===== config.mk =====
export PLATFORM = sky130hd
export DESIGN_NAME = value_entry_ctrl
export DESIGN_NICKNAME = d
export VERILOG_FILES = /design/src/rtl/value_entry_ctrl.sv
export SDC_FILE = /design/constraint.sdc
export NUM_CORES = 1
export LEC_CHECK = 0
export CAP_MARGIN = 0
export CORE_MARGIN = 2
export CORE_UTILIZATION = 40
export DETAILED_ROUTE_END_ITERATION = 8
export GPL_TIMING_DRIVEN = 1
export SLEW_MARGIN = 40
export SYNTH_ARGS = -nofsm -noshare
export SYNTH_HDL_FRONTEND = slang
export SYNTH_SLANG_ARGS = --single-unit

===== constraint.sdc =====
create_clock -name clk -period 7.1 [get_ports clk]
set_clock_uncertainty 0.15 [all_clocks]
set_input_delay 1.065 -clock clk [delete_from_list [all_inputs] [get_ports clk]]
set_output_delay 1.065 -clock clk [all_outputs]
set_load 0.01 [all_outputs]

===== src/rtl/value_entry_ctrl.sv =====
// Push-button value entry: sync, debounce, auto-repeat inc/dec edit,
// and a valid/ready commit of the edited value to the consumer.
module value_entry_ctrl #(
  parameter int WIDTH           = 32,
  parameter int DEBOUNCE_CYCLES = 1_000_000,
  parameter int HOLD_CYCLES     = 50_000_000,
  parameter int REPEAT_CYCLES   = 10_000_000
) (
  input  logic             clk,
  input  logic             rst,
  input  logic             btn_inc,
  input  logic             btn_dec,
  input  logic             btn_commit,
  input  logic             clear,
  output logic [WIDTH-1:0] value,
  output logic             editing,
  output logic             commit_valid,
  output logic [WIDTH-1:0] commit_value,
  input  logic             commit_ready
);

  localparam int TMAX = (HOLD_CYCLES > REPEAT_CYCLES) ?
                        HOLD_CYCLES : REPEAT_CYCLES;
  localparam int DW = $clog2(DEBOUNCE_CYCLES + 1);
  localparam int TW = $clog2(TMAX + 1);

  localparam logic [DW-1:0] D_LAST = DW'(DEBOUNCE_CYCLES - 1);
  localparam logic [DW-1:0] D_ONE  = DW'(1);
  localparam logic [TW-1:0] H_LAST = TW'(HOLD_CYCLES - 1);
  localparam logic [TW-1:0] R_LAST = TW'(REPEAT_CYCLES - 1);
  localparam logic [TW-1:0] T_ONE  = TW'(1);
  localparam logic [WIDTH-1:0] V_ONE = WIDTH'(1);

  typedef enum logic [1:0] {
    IDLE,
    HOLD,
    REPEAT
  } state_t;

  // bit 0 = inc, bit 1 = dec, bit 2 = commit
  logic [2:0]    raw;
  logic [2:0]    s1;
  logic [2:0]    s2;
  logic [2:0]    lvl;
  logic [2:0]    lvl_q;
  logic [2:0]    rise;
  logic [DW-1:0] cnt [3];

  state_t        state;
  logic [TW-1:0] timer;
  logic          dir_dec;
  logic          act_lvl;
  logic          oth_lvl;
  logic          start_inc;
  logic          start_dec;
  logic [WIDTH-1:0] stepped;

  assign raw = {btn_commit, btn_dec, btn_inc};

  // two-flop synchroniser for the asynchronous buttons
  always_ff @(posedge clk) begin
    if (rst) begin
      s1 <= '0;
      s2 <= '0;
    end else begin
      s1 <= raw;
      s2 <= s1;
    end
  end

  // debounce: level follows input only after a full run of disagreement
  always_ff @(posedge clk) begin
    if (rst) begin
      lvl   <= '0;
      lvl_q <= '0;
      for (int i = 0; i < 3; i++) cnt[i] <= '0;
    end else begin
      lvl_q <= lvl;
      for (int i = 0; i < 3; i++) begin
        if (s2[i] != lvl[i]) begin
          if (cnt[i] == D_LAST) begin
            lvl[i] <= s2[i];
            cnt[i] <= '0;
          end else begin
            cnt[i] <= cnt[i] + D_ONE;
          end
        end else begin
          cnt[i] <= '0;
        end
      end
    end
  end

  // edge detect and per-direction qualifiers for the step FSM
  always_comb begin
    rise      = lvl & ~lvl_q;
    start_inc = rise[0] & ~lvl[1];
    start_dec = rise[1] & ~lvl[0];
    act_lvl   = dir_dec ? lvl[1] : lvl[0];
    oth_lvl   = dir_dec ? lvl[0] : lvl[1];
    stepped   = dir_dec ? value - V_ONE : value + V_ONE;
  end

  // step FSM: first step on press, then hold delay, then auto-repeat
  always_ff @(posedge clk) begin
    if (rst) begin
      state   <= IDLE;
      timer   <= '0;
      dir_dec <= 1'b0;
      value   <= '0;
      editing <= 1'b0;
    end else if (clear) begin
      state   <= IDLE;
      timer   <= '0;
      value   <= '0;
      editing <= 1'b0;
    end else begin
      unique case (state)
        IDLE: begin
          if (start_inc | start_dec) begin
            dir_dec <= start_dec;
            value   <= start_dec ? value - V_ONE
                                 : value + V_ONE;
            timer   <= '0;
            state   <= HOLD;
            editing <= 1'b1;
          end
        end
        HOLD: begin
          if (!act_lvl || oth_lvl) begin
            state   <= IDLE;
            timer   <= '0;
            editing <= 1'b0;
          end else if (timer == H_LAST) begin
            value <= stepped;
            timer <= '0;
            state <= REPEAT;
          end else begin
            timer <= timer + T_ONE;
          end
        end
        REPEAT: begin
          if (!act_lvl || oth_lvl) begin
            state   <= IDLE;
            timer   <= '0;
            editing <= 1'b0;
          end else if (timer == R_LAST) begin
            value <= stepped;
            timer <= '0;
          end else begin
            timer <= timer + T_ONE;
          end
        end
        default: begin
          state   <= IDLE;
          timer   <= '0;
          editing <= 1'b0;
        end
      endcase
    end
  end

  // commit offer: latch on press, hold until the consumer takes it
  always_ff @(posedge clk) begin
    if (rst) begin
      commit_valid <= 1'b0;
      commit_value <= '0;
    end else if (commit_valid) begin
      if (commit_ready) commit_valid <= 1'b0;
    end else if (rise[2]) begin
      commit_valid <= 1'b1;
      commit_value <= value;
    end
  end

endmodule


After elaboration in Yosys (flattened, before gate mapping)
Memories as Yosys holds them, arrays and structs flattened.
Cells that the tools add are included.
- bits in registers: 107
- RAM bits: 60
- input port bits: 7
- output and inout port bits: 66
- word-level logic and storage cells: 141
- memories kept: 1
- $add $sub $neg: 6
- eq/ne operators: 18
- mux-type cells: 71
- bitwise operators: 18
- reduce and logical (&&, ||, !) cells: 14
- memory list (name ; words ; width ; rd ports ; clocked after Yosys merged registers in ; write ports ; line ; source):
    cnt ; 3 ; 20 ; 3 ; 0 ; 3 ; 47 ; logic [DW-1:0] cnt [3];
- operators with widths (operator ; number):
    two-way mux 32 bit ; 7
    two-way mux 20 bit ; 9
    two-way mux 26 bit ; 5
    one-hot mux 32 bit (3 select lines) ; 1
    one-hot mux 26 bit (3 select lines) ; 1
    adder 20 x 1 -> 20 bit, second input constant ; 3
    equality test 20 bit, second input constant ; 3
    two-way mux 1 bit ; 42
    adder 32 x 1 -> 32 bit, second input constant ; 1
    subtractor 32 x 1 -> 32 bit, second input constant ; 1
    adder 26 x 1 -> 26 bit, second input constant ; 1
    equality test 26 x 24 -> 1 bit, second input constant ; 1
    equality test 26 bit, second input constant ; 1
    inequality test 2 bit, second input constant ; 6
    bitwise OR 1 bit ; 10
    AND reduction 2 bit ; 5
    two-way mux 2 bit ; 4
    one-hot mux 2 bit (3 select lines) ; 1
    AND reduction 3 bit ; 2
    AND reduction 6 bit ; 1
    inverter 1 bit ; 4
    OR reduction 2 bit ; 2
    AND 3 bit ; 1
    inequality test 1 bit ; 3
    other kinds (11) ; 12

Logic depth before layout (Yosys ltp)
Gate-level depths: netlist of run 1.
- depth in word-level cells: 8
- mapped depth: 11
- mapped depth without buffers: 8

Least setup slack after synthesis of run 1
No wires, ideal clock.
- kind: reg-to-reg
- from: register state[0]
- to: register value[17]
- setup time: 0.070 ns
- arrival time: 2.535 ns
- data required time: 6.880 ns
- path slack: 4.345 ns
- cell stages (with the launch flop): 11
- path buffers: 2
- cell sequence: dfxtp_1 inv_1 ha_1 and2_1 clkbuf_1 or4b_1 buf_2 nor4_1 nor2_1 or4_1 a21oi_1
- longest elaborated chain between the ends: 3
- elaborated cells on any way between the ends: 11
- ends and longest elaborated chain (element ; line ; source):
    start: declaration ; 49 ; state_t state;
    start signal: assignment ; 107 ; state <= IDLE;
    start signal: assignment ; 113 ; state <= IDLE;
    start signal: assignment ; 125 ; state <= HOLD;
    equality test 2 bit (tied with other cells) ; 118 ; unique case (state)
    inequality test 2 bit (no source line) / nonzero test 3 bit (equally long branches) ; - ;
    AND reduction 6 bit (no source line) ; - ;
    end signal: assignment ; 122 ; value <= start_dec ? value - V_ONE
    end signal: assignment ; 135 ; value <= stepped;
    end signal: assignment ; 148 ; value <= stepped;
    end: declaration ; 15 ; output logic [WIDTH-1:0] value,
Parallel ways exist; a longest one is shown, timed or not.
A chain may end at the register's enable or synchronous reset.

Worst setup path after layout of run 1
Ends and elaborated chain as after synthesis.

==> metrics, run 1 <==
status=complete, no violations; Final Hold Vio Count=0; worst-path fanout max=10; Yosys warning total=0; pin count of the biggest net entering global routing=53; register area share after synthesis=47.2%; CTS buffer count=17; critical path class=flop to flop; initial antenna violation count=0; # DRC=0; drt first pass iters=5; die area=0.0221 mm2; Crit. End Element=flop; first-pass GRT wire length=31.7 mm; Leak Pwr=0.00334 uW; simple-gate area share of the yosys netlist=28.6%; GR Overflow Total=0; clock tree buffer depth=2; Initial Util=41.0%; fin cells=1,325; syn_area_per_cell=8.92 um2; # setup viols final=0; Core ar.=0.0204 mm2; TritonCTS clock tree=done; Synth Flop Type=dfxtp_1; Hold/Removal Path Class=flop to flop; via/cell ratio=5.18; Die Ht=149 um; worst reg-to-reg setup slack=4.00 ns; synthesized flop and latch total=167; Peak VDD IR=0.170 mV; Post-CTS Resized=0; Max Slew Vio Count=0; Die X=149 um; crit path DAT=3.23 ns; period utilization=43.7%; WL/cell=14.3 um; H-tree Lvls=4; final wirelength=19.0 mm; mux cell area share after synthesis=0.734%; total global-route track usage=17.7%; clk_lat worst skew=0.43 ns; FP Rows=52; XOR/XNOR Fraction of Synth Area=8.91%; Root Buffer Master=clkbuf_16; CP required=7.23 ns; dpl hpwl=13.0 mm; minimum clock period=3.10 ns; Clock Sinks=167; max-cap viol count=0; setup total negative slack=0 ns; Post-CTS Hold Buffers=0; via count=6,870; Syn Std Cell Area=0.00836 mm2; number of flops mapped to enable cells by yosys=60; Startpoint Class=flop; Adder-Cell Fraction of Synth Area=1.50%; placed cells=1,293; pwr dens=201 mW/mm2; IO Pins=73; Async S/R FF share, synth=0%; FMAX=322 MHz; Setup Fix Bufs, Post-CTS=0; Worst Max-Slew Pin Slew=0.709 ns; diodes inserted=0; Detail Route Antenna Nets=0; post-synth cell types=65; Cells after Synth=937; main combinational cell family by area after synthesis=simple AND/OR/NAND/NOR gates; number of global-route vias before repair=6,421; Area growth syn-to-layout=20.4%; port buffer count=72; Final nets=1,059; RSZ-0062 raised after global routing=no; Rel. slew slack=52.3%; placer congestion estimate=0.795; share of cells above drive strength 1=4.74%; Synth Area in Compound Gates=9.85%; 1st-iter DRT viols=368; Reg clk slew, reported paths=0.06 ns
[layer usage]
metal	global-route usage, %	share of wire (%)
met1	23.8	47
met2	29.0	48
met3	3.62	4.3
met4	4.76	1.1
met5	0	0
[per-stage QoR]
step | utilization (%) | cell area, um2 | hold slack [ns] | power (uW) | setup WS (ns)
2_1_floorplan | - | 8580 | 0.264 | 1070 | 4.34
3_3_place_gp | 46.4 | 9450 | 0.268 | 1090 | 3.93
3_5_place_dp | 46.4 | 9460 | 0.274 | 1090 | 4.05
4_1_cts | 49.4 | 10100 | 0.289 | 2050 | 4.04
5_1_grt | 49.4 | 10100 | 0.312 | 2090 | 3.81
6_report | 49.4 | 10100 | 0.286 | 2020 | 4.00
[layout by cell type, fill, tap and decap left out, types with 24 or more instances in the layout]
| cell type | n |
|---|---|
| nand3_1 | 45 |
| o21ai_0 | 24 |
| conb_1 | 60 |
| xor2_1 | 49 |
| a21oi_1 | 64 |
| nand4_1 | 26 |
| edfxtp_1 | 60 |
| xnor2_1 | 36 |
| clkdlybuf4s50_1 | 71 |
| dfxtp_1 | 107 |
| nor2_1 | 124 |
| nand2_1 | 118 |
[cells by family after synthesis]
kind of cell,after synthesis
mux,6
compound gates,134
fa+ha+maj,10
buf+inv,64
xor+xnor,85
simple gates,470
flops,167
other cells,1
[path summary, 6_finish.rpt]
check              end  startpoint  cells past startpoint
min              s2[2]       s1[2]                      1
min reg2reg      s2[2]       s1[2]                      1
max          value[17]    state[0]                      8
max reg2reg  value[17]    state[0]                      8
[synthesized netlist by cell type (all sizes together) (17+ instances only)]
library cell    n  area share, %
a21oi          64            3.8
and3           23            1.7
clkbuf         37            1.7
dfxtp         107             26
edfxtp         60             22
inv            17           0.76
nand2         118            5.3
nand3          46            2.9
nand4          26            1.9
nor2          126            5.9
nor3           17            1.0
nor4           22            1.8
o21ai          25            1.5
or3            23            1.7
xnor2          36            3.8
xor2           49            5.1
[power breakdown]
group	internal (uW)	total, uW	switching, uW
Clock	562	957	394
Sequential	1010	1020	15.2
Combinational	15.9	44.3	28.3
Total	1580	2020	438
[flip-flops by register name, indices dropped and copies added (netlist names)]
signal / count
cnt: 60
commit_value: 32
value: 32
timer: 26
lvl: 3
lvl_q: 3
s1: 3
s2: 3
state: 2
commit_valid: 1
dir_dec: 1
editing: 1
[final cells by class]
class                      count  area, um2
clock buffer                  23        490
inverter                      17       63.8
fill                        1937      10300
sequential                   167       3940
tap                          270        338
timing repair buffer          74        733
multi-input combinational    765       4380
clock inverter                 9        111
[worst max-delay path, stage by stage (launching register included)]
cell	delay, ns
dfxtp_1	0.37
inv_1	0.10
ha_1	0.37
and2_1	0.29
or4b_1	0.75
nor3_1	0.40
a31oi_1	0.18
o31ai_1	0.26
a21oi_1	0.10
Power figures use the tool's default switching activity.
==> run 2: changes to the inputs <==
- clock period: 7.1 -> 2.6 ns (I/O delays scaled with it)
==> metrics, run 2 (synthesized netlist as in run 1, its figures left out) <==
Crit. End Element=flop; smallest hold slack=0.172 ns (-0.114 ns); placer congestion estimate=0.835 (+5.0%); met2 routed WL=9.18 mm (+1.5%); via count=7,034 (+2.4%); Initial Util=41.0% (unchanged); Die Ht=149 um (unchanged); # setup viols final=0 (unchanged); Largest register FFs=60 (unchanged); R2R depth=8 (unchanged); max-cap viol count=0 (unchanged); RR Startpoint=state[0]; # fillers=1,918 (-0.98%); CTS buffer count=17 (unchanged); worst reg-to-reg setup slack=0.08 ns (-3.92 ns); minimum clock period=2.52 ns (-0.582 ns); 1st-iter DRT viols=333 (-9.5%); crit path DAT=2.73 ns (-0.50 ns); via/cell ratio=5.05 (-2.5%); Area growth syn-to-layout=27.1%; pin count of the biggest net entering global routing=33 (-38%); clk_lat worst skew=0.43 ns (about the same); clock tree buffer depth=2 (unchanged); initial antenna violation count=0 (unchanged); Root Buffer Master=clkbuf_16; # DRC=0 (unchanged); period utilization=97.0% (+53 points); Leak Pwr=0.00367 uW (+9.8%); pwr dens=517 mW/mm2 (+160%); WL/cell=14.0 um (-1.8%); largest registers=cnt (60), commit_value (32), value (32); CP required=2.81 ns (-4.42 ns); Final nets=1,126 (+6.3%); Clock Sinks=167 (unchanged); TritonCTS clock tree=done; first-pass GRT wire length=32.3 mm (+2.2%); max layer used=met4; Worst Max-Slew Pin Slew=0.682 ns (-0.0275 ns); worst-path fanout max=6 (-4); FP Rows=52 (unchanged); routed length on met1=9.51 mm (+7.1%); Critical Path Start=state[0]; Hold/Removal Path Class=primary input to flop; met3 WL post-DR=613 um (-25%); CP Capture Point=value[31]; Rel. slew slack=54.5% (+2.3 points); Startpoint Class=flop; Peak VDD IR=0.462 mV (+170%); critical path class=flop to flop; H-tree Lvls=4 (unchanged); number of global-route vias before repair=6,637 (+3.4%); reg2reg end=value[31]; Die X=149 um (unchanged); Final Hold Vio Count=0 (unchanged); commonest non-fill, non-tap cells in the layout=nor2_1, nand2_1, dfxtp_1, clkdlybuf4s50_1, buf_4; drt first pass iters=5 (unchanged); IO Pins=73 (unchanged); dpl hpwl=14.0 mm (+7.5%); diodes inserted=0 (unchanged); Max Slew Vio Count=0 (unchanged); RSZ-0062 raised after global routing=yes; Reg clk slew, reported paths=0.06 ns (about the same); port buffer count=72 (unchanged); Placement Setup Slack=0.0166 ns (-4.03 ns); status=complete, no violations; Detail Route Antenna Nets=0 (unchanged); share of cells above drive strength 1=11.4% (+6.7 points); Core ar.=0.0204 mm2 (unchanged); largest reg by FF count=cnt; Post-CTS Hold Buffers=0 (unchanged); FMAX=397 MHz (+23%); GR Overflow Total=0 (unchanged); final wirelength=19.5 mm (+3.1%); Final WS setup=0.0790 ns (-3.92 ns); die area=0.0221 mm2 (unchanged); commonest non-fill, non-tap cell in the layout=nor2_1; total global-route track usage=18.0% (+0.38 points)
run 2: worst min-delay path by stage:
stage,to,slack (ns),depth (start not counted),start
after floorplan,s2[0],0.26,1,s1[0]
after global placement,s2[2],0.27,1,s1[2]
after detailed placement,s2[1],0.27,1,s1[1]
after CTS,lvl[1],0.17,2,rst
after global routing,lvl[1],0.17,2,rst
final,lvl[1],0.17,2,rst
run 2: area by class of cell:
type	instances	area (um2)	area share, %
multi-input cells	766	4420	41.7
flip-flops and latches	167	3950	37.2
repair buffers	140	1250	11.8
clock buffers	17	425	4.01
well taps	270	338	3.18
clock inverters	15	166	1.57
inverters	17	63.8	0.601
run 2: what timing repair did:
action | in CTS | in global routing
setup buffers | 0 | 1
endpoints found under the hold margin | 0 | 0
setup endpoints to repair | 2 | 20
gates cloned | 0 | 1
gates resized for setup | 2 | 8
pin swaps | 0 | 3
run 2: stage by stage:
step	utilization [%]	cell area, um2	setup TNS (ns)	instances	total power (uW)
after floorplan	-	8590	-0.0326	996	2930
after global placement	49.0	9970	0	1358	2980
after detailed placement	49.0	9970	0	1358	2980
after CTS	51.9	10600	0	1390	5550
after global routing	52.1	10600	-0.0602	1392	5680
final	52.1	10600	0	1392	5490
run 2: metal layers:
metal | up-vias | GRT usage (%)
met4 | 0 | 6.05
met5 | - | 0
li1 | 3623 | -
met2 | 85 | 29.5
met3 | 17 | 3.53
met1 | 3309 | 24.1
run 2: power by group:
group / total, uW / leakage, uW / internal, uW / switching [uW]
logic: 131 / 0.00191 / 51.4 / 80.0
clock network: 2560 / 0.000277 / 1440 / 1130
registers: 2790 / 0.00148 / 2750 / 42.1
run 2: worst max-delay path: stages (launching register included):
cell      delay [ns]
dfxtp_1         0.34
inv_2           0.06
ha_4            0.25
nor4b_4         0.38
o211ai_1        0.18
or2_1           0.30
o32a_1          0.34
or3_1           0.31
a21oi_1         0.14
==> run 3: changes to the inputs <==
- clock period: 2.6 -> 2.7 ns (I/O delays scaled with it)
==> metrics, run 3 (synthesized netlist as in run 1, its figures left out) <==
status=complete, no violations; Startpoint Class=flop; TritonCTS clock tree=done; Peak VDD IR=0.499 mV (+8.1%); Core ar.=0.0204 mm2 (unchanged); IO Pins=73 (unchanged); pin count of the biggest net entering global routing=34 (+3.0%); FMAX=392 MHz (-1.2%); # DRC=0 (unchanged); period utilization=94.5% (-2.5 points); max-cap viol count=0 (unchanged); clock tree buffer depth=2 (unchanged); Crit. End Element=flop; H-tree Lvls=4 (unchanged); largest registers=cnt (60), commit_value (32), value (32); # setup viols final=0 (unchanged); pwr dens=516 mW/mm2 (about the same); share of cells above drive strength 1=9.65% (-1.8 points); Detail Route Antenna Nets=0 (unchanged); Hold EP=lvl[1]; Hold Crit Start=rst; FP Rows=52 (unchanged); crit path DAT=2.76 ns (+0.03 ns); diodes inserted=0 (unchanged); worst reg-to-reg setup slack=0.15 ns (+0.07 ns); initial antenna violation count=0 (unchanged); CP required=2.91 ns (+0.10 ns); drt first pass iters=5 (unchanged); Die X=149 um (unchanged); Tot Pwr=5440 uW (-0.85%); largest reg by FF count=cnt; via/cell ratio=5.08 (+0.63%); 1st-iter DRT viols=331 (-0.60%); number of global-route vias before repair=6,539 (-1.5%); Worst Max-Slew Pin Slew=0.684 ns (+0.00189 ns); WL/cell=14.2 um (+1.2%); clk_lat worst skew=0.43 ns (about the same); placed instance area=0.00987 mm2 (-1.1%); Initial Util=41.0% (unchanged); via count=7,012 (-0.31%); die area=0.0221 mm2 (unchanged); Largest register FFs=60 (unchanged); Die Ht=149 um (unchanged); Leak Pwr=0.00364 uW (-0.88%); setup total negative slack=0 ns (unchanged); reg2reg end=value[21]; final wirelength=19.6 mm (+0.26%); # fillers=1,901 (-0.89%); Hold Path Stages=2 (unchanged); Area growth syn-to-layout=26.1%; dpl hpwl=14.1 mm (+0.63%); critical path class=flop to flop; RR Startpoint=state[0]; Post-CTS Hold Buffers=0 (unchanged); minimum clock period=2.55 ns (+0.0307 ns); placer congestion estimate=0.834 (about the same); R2R depth=8 (unchanged); RSZ-0062 raised after global routing=no; Rel. slew slack=54.4% (-0.13 points); GR Overflow Total=0 (unchanged); port buffer count=72 (unchanged); Clock Sinks=167 (unchanged); Max Slew Vio Count=0 (unchanged); Hold/Removal Path Class=primary input to flop; post-route cell area=0.0105 mm2 (-0.80%); first-pass GRT wire length=32.5 mm (+0.53%); Root Buffer Master=clkbuf_16; commonest non-fill, non-tap cells in the layout=nor2_1, nand2_1, dfxtp_1, clkdlybuf4s50_1, a21oi_1; Final Hold Vio Count=0 (unchanged); Final nets=1,113 (-1.2%); total global-route track usage=18.2% (+0.21 points); CTS buffer count=17 (unchanged); commonest non-fill, non-tap cell in the layout=nor2_1; worst-path fanout max=4 (-2); Reg clk slew, reported paths=0.06 ns (about the same)
## run 3: how the worst max path moves through the flow
stage / startpoint / endpoint / slack [ns] / cells past startpoint
CTS: state[0] / value[20] / 0.04 / 8
finish: state[0] / value[21] / 0.15 / 8
global placement: state[0] / value[20] / 0.11 / 8
global route: state[0] / value[31] / 0.01 / 8
detailed placement: state[0] / value[31] / 0.05 / 8
floorplan: state[0] / value[17] / 0.05 / 10
## run 3: through the flow
step / hold slack (ns) / cells / util (%) / worst slack (ns)
after floorplan: 0.264 / 996 / - / 0.0487
after global placement: 0.270 / 1344 / 48.5 / 0.107
after detailed placement: 0.277 / 1344 / 48.5 / 0.0478
after CTS: 0.193 / 1376 / 51.6 / 0.0396
after global routing: 0.208 / 1379 / 51.7 / 0.00979
final: 0.192 / 1379 / 51.7 / 0.148
## run 3: what timing repair did
item	in CTS	in global routing
buffers inserted	0	3
gates resized for setup	0	4
endpoints found under the setup margin	0	10
## run 3: per-layer routing
metal / GRT usage, % / part of all wire, %
met1: 24.3 / 47
met4: 5.62 / 1.1
met5: 0 / 0
met2: 30.4 / 47
met3: 3.25 / 4.2
## run 3: critical path, cell delays in order (launching register included)
cell     delay (ns)
dfxtp_2        0.35
inv_2          0.06
ha_4           0.25
and2_1         0.19
or4b_1         0.58
nor3_1         0.32
a22oi_1        0.13
or3_1          0.32
a21oi_1        0.14
## run 3: area by class of cell
type | count | area, um2 | area share, %
Tap cell | 270 | 338 | 3.21
Inverter | 17 | 63.8 | 0.606
Clock inverter | 9 | 136 | 1.29
Clock buffer | 23 | 500 | 4.75
Multi-Input combinational cell | 765 | 4390 | 41.7
Sequential cell | 167 | 3950 | 37.5
Timing Repair Buffer | 128 | 1160 | 11.0
## run 3: where the power goes
group	total [uW]	internal (uW)	switching, uW
Combinational	127	49.5	77.5
Clock	2620	1600	1020
Sequential	2690	2650	40.8
